==> src/rtl/parking_sensor_gen_if.sv <==
// Bundle of request and sensor-output signals for the A/B parking-gate generator.
// The master side issues requests; the slave side is the generator itself.
interface parking_sensor_gen_if #(
  parameter int CNT_W   = 8,
  parameter int DWELL_W = 8
);
  logic               req_enter;
  logic               req_exit;
  logic [DWELL_W-1:0] dwell;
  logic               A;
  logic               B;
  logic               busy;
  logic               dir;
  logic               done_tick;
  logic               rej_tick;
  logic [CNT_W-1:0]   occupancy;

  modport master (
    output req_enter, req_exit, dwell,
    input  A, B, busy, dir, done_tick, rej_tick, occupancy
  );

  modport slave (
    input  req_enter, req_exit, dwell,
    output A, B, busy, dir, done_tick, rej_tick, occupancy
  );
endinterface

==> src/rtl/parking_sensor_gen.sv <==
// Two-beam A/B parking-gate sequence generator.
// Plays enter (00-10-11-01-00) or exit (00-01-11-10-00) with a programmable dwell
// per phase, and keeps the occupancy implied by the sequences it has completed.
// Every output is a register loaded from the value the next state implies, so the
// outputs line up with the state they describe and never glitch.
module parking_sensor_gen #(
  parameter int MAX_CARS = 255,
  parameter int CNT_W    = 8,
  parameter int DWELL_W  = 8
) (
  input  logic                clk,
  input  logic                rst,
  parking_sensor_gen_if.slave bus
);

  typedef enum logic [2:0] {IDLE, PH1, PH2, PH3, GAP, DONE} state_t;

  localparam logic [CNT_W-1:0]   MAX_OCC = CNT_W'(MAX_CARS);
  localparam logic [DWELL_W-1:0] ONE_D   = DWELL_W'(1);
  localparam logic [CNT_W-1:0]   ONE_C   = CNT_W'(1);

  state_t             state_reg, state_next;
  logic [DWELL_W-1:0] dwell_reg, dwell_next;   // latched D = max(dwell, 1)
  logic [DWELL_W-1:0] cnt_reg, cnt_next;       // cycles left in the current phase, minus one
  logic               dir_reg, dir_next;
  logic [CNT_W-1:0]   occ_reg, occ_next;
  logic               a_reg, a_next;
  logic               b_reg, b_next;
  logic               busy_reg, busy_next;
  logic               done_reg, done_next;
  logic               rej_reg, rej_next;
  logic [DWELL_W-1:0] dwell_eff;

  // Next-state, counter, occupancy and registered-output values.
  always_comb begin
    state_next = state_reg;
    dwell_next = dwell_reg;
    cnt_next   = cnt_reg;
    dir_next   = dir_reg;
    occ_next   = occ_reg;
    rej_next   = 1'b0;
    dwell_eff  = (bus.dwell == '0) ? ONE_D : bus.dwell;

    case (state_reg)
      IDLE: begin
        // Enter wins over exit; a refused enter does not fall through to exit.
        if (bus.req_enter) begin
          if (occ_reg < MAX_OCC) begin
            state_next = PH1;
            dir_next   = 1'b1;
            dwell_next = dwell_eff;
            cnt_next   = dwell_eff - ONE_D;
          end else begin
            rej_next = 1'b1;
          end
        end else if (bus.req_exit) begin
          if (occ_reg != '0) begin
            state_next = PH1;
            dir_next   = 1'b0;
            dwell_next = dwell_eff;
            cnt_next   = dwell_eff - ONE_D;
          end else begin
            rej_next = 1'b1;
          end
        end
      end
      PH1, PH2, PH3, GAP: begin
        if (cnt_reg == '0) begin
          cnt_next = dwell_reg - ONE_D;
          case (state_reg)
            PH1:     state_next = PH2;
            PH2:     state_next = PH3;
            PH3:     state_next = GAP;
            default: begin
              // Occupancy commits only when a sequence finishes its gap phase.
              state_next = DONE;
              occ_next   = dir_reg ? (occ_reg + ONE_C) : (occ_reg - ONE_C);
            end
          endcase
        end else begin
          cnt_next = cnt_reg - ONE_D;
        end
      end
      DONE:    state_next = IDLE;
      default: state_next = IDLE;
    endcase

    busy_next = (state_next != IDLE);
    done_next = (state_next == DONE);
    a_next    = 1'b0;
    b_next    = 1'b0;
    case (state_next)
      PH1: begin
        a_next = dir_next;
        b_next = ~dir_next;
      end
      PH2: begin
        a_next = 1'b1;
        b_next = 1'b1;
      end
      PH3: begin
        a_next = ~dir_next;
        b_next = dir_next;
      end
      default: begin
        a_next = 1'b0;
        b_next = 1'b0;
      end
    endcase
  end

  // State and output registers; reset aborts any sequence without touching occupancy.
  always_ff @(posedge clk or negedge rst) begin
    if (!rst) begin
      state_reg <= IDLE;
      dwell_reg <= ONE_D;
      cnt_reg   <= '0;
      dir_reg   <= 1'b0;
      occ_reg   <= '0;
      a_reg     <= 1'b0;
      b_reg     <= 1'b0;
      busy_reg  <= 1'b0;
      done_reg  <= 1'b0;
      rej_reg   <= 1'b0;
    end else begin
      state_reg <= state_next;
      dwell_reg <= dwell_next;
      cnt_reg   <= cnt_next;
      dir_reg   <= dir_next;
      occ_reg   <= occ_next;
      a_reg     <= a_next;
      b_reg     <= b_next;
      busy_reg  <= busy_next;
      done_reg  <= done_next;
      rej_reg   <= rej_next;
    end
  end

  assign bus.A         = a_reg;
  assign bus.B         = b_reg;
  assign bus.busy      = busy_reg;
  assign bus.dir       = dir_reg;
  assign bus.done_tick = done_reg;
  assign bus.rej_tick  = rej_reg;
  assign bus.occupancy = occ_reg;

endmodule

==> src/flat_wrapper.sv <==
// flat-port wrapper written by rule: the top's interface ports become plain ports
module parking_sensor_gen_flat 
#(
  parameter int MAX_CARS = 255,
  parameter int CNT_W    = 8,
  parameter int DWELL_W  = 8
)
  (clk, rst, bus_req_enter, bus_req_exit, bus_dwell, bus_A, bus_B, bus_busy, bus_dir, bus_done_tick, bus_rej_tick, bus_occupancy);
  parking_sensor_gen_if #(.CNT_W(CNT_W), .DWELL_W(DWELL_W)) bus_i ();
  input  logic clk;
  input  logic rst;
  input wire logic [$bits(bus_i.req_enter)-1:0] bus_req_enter;
  input wire logic [$bits(bus_i.req_exit)-1:0] bus_req_exit;
  input wire logic [$bits(bus_i.dwell)-1:0] bus_dwell;
  output wire logic [$bits(bus_i.A)-1:0] bus_A;
  output wire logic [$bits(bus_i.B)-1:0] bus_B;
  output wire logic [$bits(bus_i.busy)-1:0] bus_busy;
  output wire logic [$bits(bus_i.dir)-1:0] bus_dir;
  output wire logic [$bits(bus_i.done_tick)-1:0] bus_done_tick;
  output wire logic [$bits(bus_i.rej_tick)-1:0] bus_rej_tick;
  output wire logic [$bits(bus_i.occupancy)-1:0] bus_occupancy;
  assign bus_i.req_enter = bus_req_enter;
  assign bus_i.req_exit = bus_req_exit;
  assign bus_i.dwell = bus_dwell;
  assign bus_A = bus_i.A;
  assign bus_B = bus_i.B;
  assign bus_busy = bus_i.busy;
  assign bus_dir = bus_i.dir;
  assign bus_done_tick = bus_i.done_tick;
  assign bus_rej_tick = bus_i.rej_tick;
  assign bus_occupancy = bus_i.occupancy;
  parking_sensor_gen #(.MAX_CARS(MAX_CARS), .CNT_W(CNT_W), .DWELL_W(DWELL_W)) u_core (.clk(clk), .rst(rst), .bus(bus_i));
endmodule
==> config.mk <==
export PLATFORM = sky130hd
export DESIGN_NAME = parking_sensor_gen_flat
export DESIGN_NICKNAME = d
export VERILOG_FILES = /design/src/rtl/parking_sensor_gen_if.sv /design/src/rtl/parking_sensor_gen.sv /design/src/flat_wrapper.sv
export SDC_FILE = /design/constraint.sdc
export NUM_CORES = 1
export LEC_CHECK = 0
export CAP_MARGIN = 30
export CORE_MARGIN = 5
export CORE_UTILIZATION = 55
export DETAILED_ROUTE_END_ITERATION = 7
export PLACE_DENSITY = 0.8
export SLEW_MARGIN = 10
export SYNTH_ARGS = -nofsm -noshare
export SYNTH_HDL_FRONTEND = slang
export SYNTH_SLANG_ARGS = --single-unit
export TNS_END_PERCENT = 10
==> constraint.sdc <==
create_clock -name clk -period 2.9 [get_ports clk]
set_input_delay 0.58 -clock clk [delete_from_list [all_inputs] [get_ports clk]]
set_output_delay 0.58 -clock clk [all_outputs]
set_load 0.02 [all_outputs]
==> metrics.md <==
| Metric | Value |
|---|---|
| Worst-Margin Slew | 0.4873 ns |
| Routed wire length | 4560 um |
| DP Worst Slack | 0.3894 ns |
| Sw Share | 36.90% |
| Top-area cell type share of the netlist area | 39.83% |
| Final hold violation count | 0 |
| Starting Density | 55.76% |
| Number of global-route vias before repair | 1,674 |
| CP required | 3.06 ns |
| Met1 usage | 23.87% |
| Final RePlAce weighted congestion | 0.9667 |
| N_diodes | 0 |
| Num Clock Sinks | 33 |
| Unrepaired setup endpoints after global routing | no |
| Initial antenna violation count | 0 |
| Grt total ovfl | 0 |
| Clock share of power | 19.1% |
| Pwr/cell area | 756.4 mW/mm2 |
| H-Tree Depth | 2 |
| TNS Setup | 0 ns |
| Core Area | 0.003606 mm2 |
| Layout area overhead | 19.91% |
| Crit path launch | u_core.bus.dir$_DFF_PN0_ |
| Max_slew headroom | 67.30% |
| Comb pwr share | 41.0% |
| ANT nets after route | 0 |
| Largest area contributor in the netlist | dfrtp_1 |
| # Post-CTS Setup Buffers | 0 |
| Peak supply drop | 0.2647 mV |
| CTS root buf | clkbuf_8 |
| Routed vias | 1,734 |
| Die Ht | 70.47 um |
| Register area share after synthesis | 41.13% |
| Hold Buf Count CTS | 0 |
| Period utilization | 84.28% |
| Final core occ | 66.86% |
| Period minus WS final | 2.444 ns |
| Sequential Power Share | 39.9% |
| FMAX | 0.4091 GHz |
| Drt pass-1 iters | 4 |
| I/O pins | 26 |
| Setup Skew | 0.01043 ns |
| Largest net degree at the start of global routing | 34 |
| Number of flops mapped to enable cells by yosys | 0 |
| Overall Global Routing Usage | 19.52% |
| Int Pwr | 0.001151 W |
| Clock Latency Late Sink | 0.29 ns |
| Worst-path clk slew | 0.06 ns |
| Worst Path Max Fanout | 9 |
| Setup ws final | 0.4559 ns |
| Count of pins over their slew limit | 0 |
| Syn nets | 232 |
| Synthesized area per cell | 9.484 um2 |
| Most common cell after layout, fill and taps aside | dfrtp_1 |
| Synth Register Bits | 33 |
| Port buffer count | 25 |
| Drt wl/cell | 15.62 um |
| GR peak layer | met2 |
| Final setup fails | 0 |
| Total of warnings raised by yosys | 0 |
| Status | complete, no violations |
| Ys flop type | dfrtp_1 |
| Cts repair resizes | 0 |
| Reg2reg start | u_core.bus.dir$_DFF_PN0_ |
| Area contributors post-synth | dfrtp_1, mux2_2, a21oi_1 |
| Hpwl dp | 3367 um |
| Post-Syn Instances | 212 |
| CP arrival | 2.60 ns |
| Cts bufs inserted | 5 |
| Die area | 0.004965 mm2 |
| Layout Nets | 263 |
| Critical path class | reg2reg |
| Max Cap Viol | 0 |
| CTS Buffer Depth | 2 |
| M3 GR Usage | 4.892% |
| Worst Hold Class | reg2reg |
| Hold path startpoint | u_core.dwell_reg[7]$_DFFE_PN0P_ |
| Cell variety after synth | 50 |
| CTS tree | done |
| Netlist Area Pre-Place | 0.002011 mm2 |
| DR iter-0 viols | 142 |
| Layout cell share with drive strength beyond 1 | 14.34% |
| Sw Pwr | 0.0006729 W |
| Most frequent cells in the layout | dfrtp_1, clkdlybuf4s50_1, nand2_1 |
| Core Rows | 22 |
| Die Span X | 70.47 um |
| Met2 Usage GRT | 32.02% |
| CP Capture Type | flip-flop |
| Nature of the critical path startpoint | flip-flop |
| Post-synth ARST share | 100.0% |
| DRC violations left | 0 |
| Vias per inst | 5.938 |
| Lkg Pwr | 1.023 nW |
| First-pass GRT wire length | 7803 um |
-- routing by layer --
metal | share of wire [%] | vias up
met3 | 4.6 | 11
met1 | 44 | 835
met4 | 2.5 | 0
li1 | - | 843
met2 | 49 | 45
met5 | 0 | -
-- final timing paths --
path	depth (start not counted)	slack, ns	end
hold reg to reg	1	0.52	u_core.dwell_reg[7]$_DFFE_PN0P_
hold / removal	1	0.52	u_core.dwell_reg[7]$_DFFE_PN0P_
min in group asynchronous	2	0.70	u_core.bus.rej_tick$_DFF_PN0_
setup reg to reg	8	0.46	u_core.bus.occupancy[7]$_DFFE_PN0P_
setup / recovery	8	0.46	u_core.bus.occupancy[7]$_DFFE_PN0P_
max in group asynchronous	2	1.86	u_core.dwell_reg[0]$_DFFE_PN1P_
-- cell usage after synthesis (2+ instances only) --
library cell   n
a211oi_1       2
a21o_1         4
a21oi_1       18
a31oi_1        5
a32oi_1        2
and2_1         2
buf_2          4
dfrtp_1       32
ha_1           7
inv_1         10
inv_2          2
mux2_2         9
nand2_1       19
nand3_1        4
nand4_1        3
nor2_1        14
nor3_1         5
nor3_2         2
nor4_1         4
o211ai_1       5
o21a_1         2
o21ai_0       14
o21ai_1        2
o21bai_1       4
or3_1          3
or4_1          2
xnor2_1        8
xor2_1         2
-- critical path: stages (launching register included) --
cell and delay [ns]:
dfrtp_1 0.46, inv_1 0.31, ha_1 0.30, a21o_1 0.15, a21oi_1 0.23, o21ba_2 0.20
o21ai_0 0.12, a2111o_1 0.42, o311ai_0 0.11
-- through the flow --
step           hold slack (ns)  cell area [um2]  power [W]  instances
2_1_floorplan           0.2844             2011   0.001262        212
3_3_place_gp            0.5013             2321   0.001455        284
3_5_place_dp            0.5046             2321   0.001480        284
4_1_cts                 0.5188             2411   0.001832        292
5_1_grt                 0.5293             2411   0.001949        292
6_report                0.5152             2411   0.001824        292
-- cells by family (layout without fill, tap and decap cells) --
group	count (synthesis)	after routing	synth area share [%]
AOI/OAI and AO/OA	69	69	22.40
muxes	10	10	5.787
DFF	33	33	41.13
xor gates and xnor gates	10	10	4.356
and+or+nand+nor	64	64	16.86
adders and majority gates	8	8	5.351
buffers and inverters	18	50	4.107
-- layout make-up --
type	instances	area, um2
inverters	12	45.04
multi-input cells	161	1101
flip-flops and latches	33	827.0
clock buffers	8	90.09
fillers	304	1195
repair buffers	30	287.8
well taps	48	60.06
-- power by group through the flow --
stage                     combinational, W  sequential, W  clock, W
after floorplan                   0.000536       0.000727         0
after global placement            0.000728       0.000727         0
after detailed placement          0.000746       0.000733         0
after CTS                         0.000749       0.000725  0.000358
after global routing              0.000825       0.000747  0.000376
final                             0.000748       0.000727  0.000349
Power figures use the tool's default switching activity.
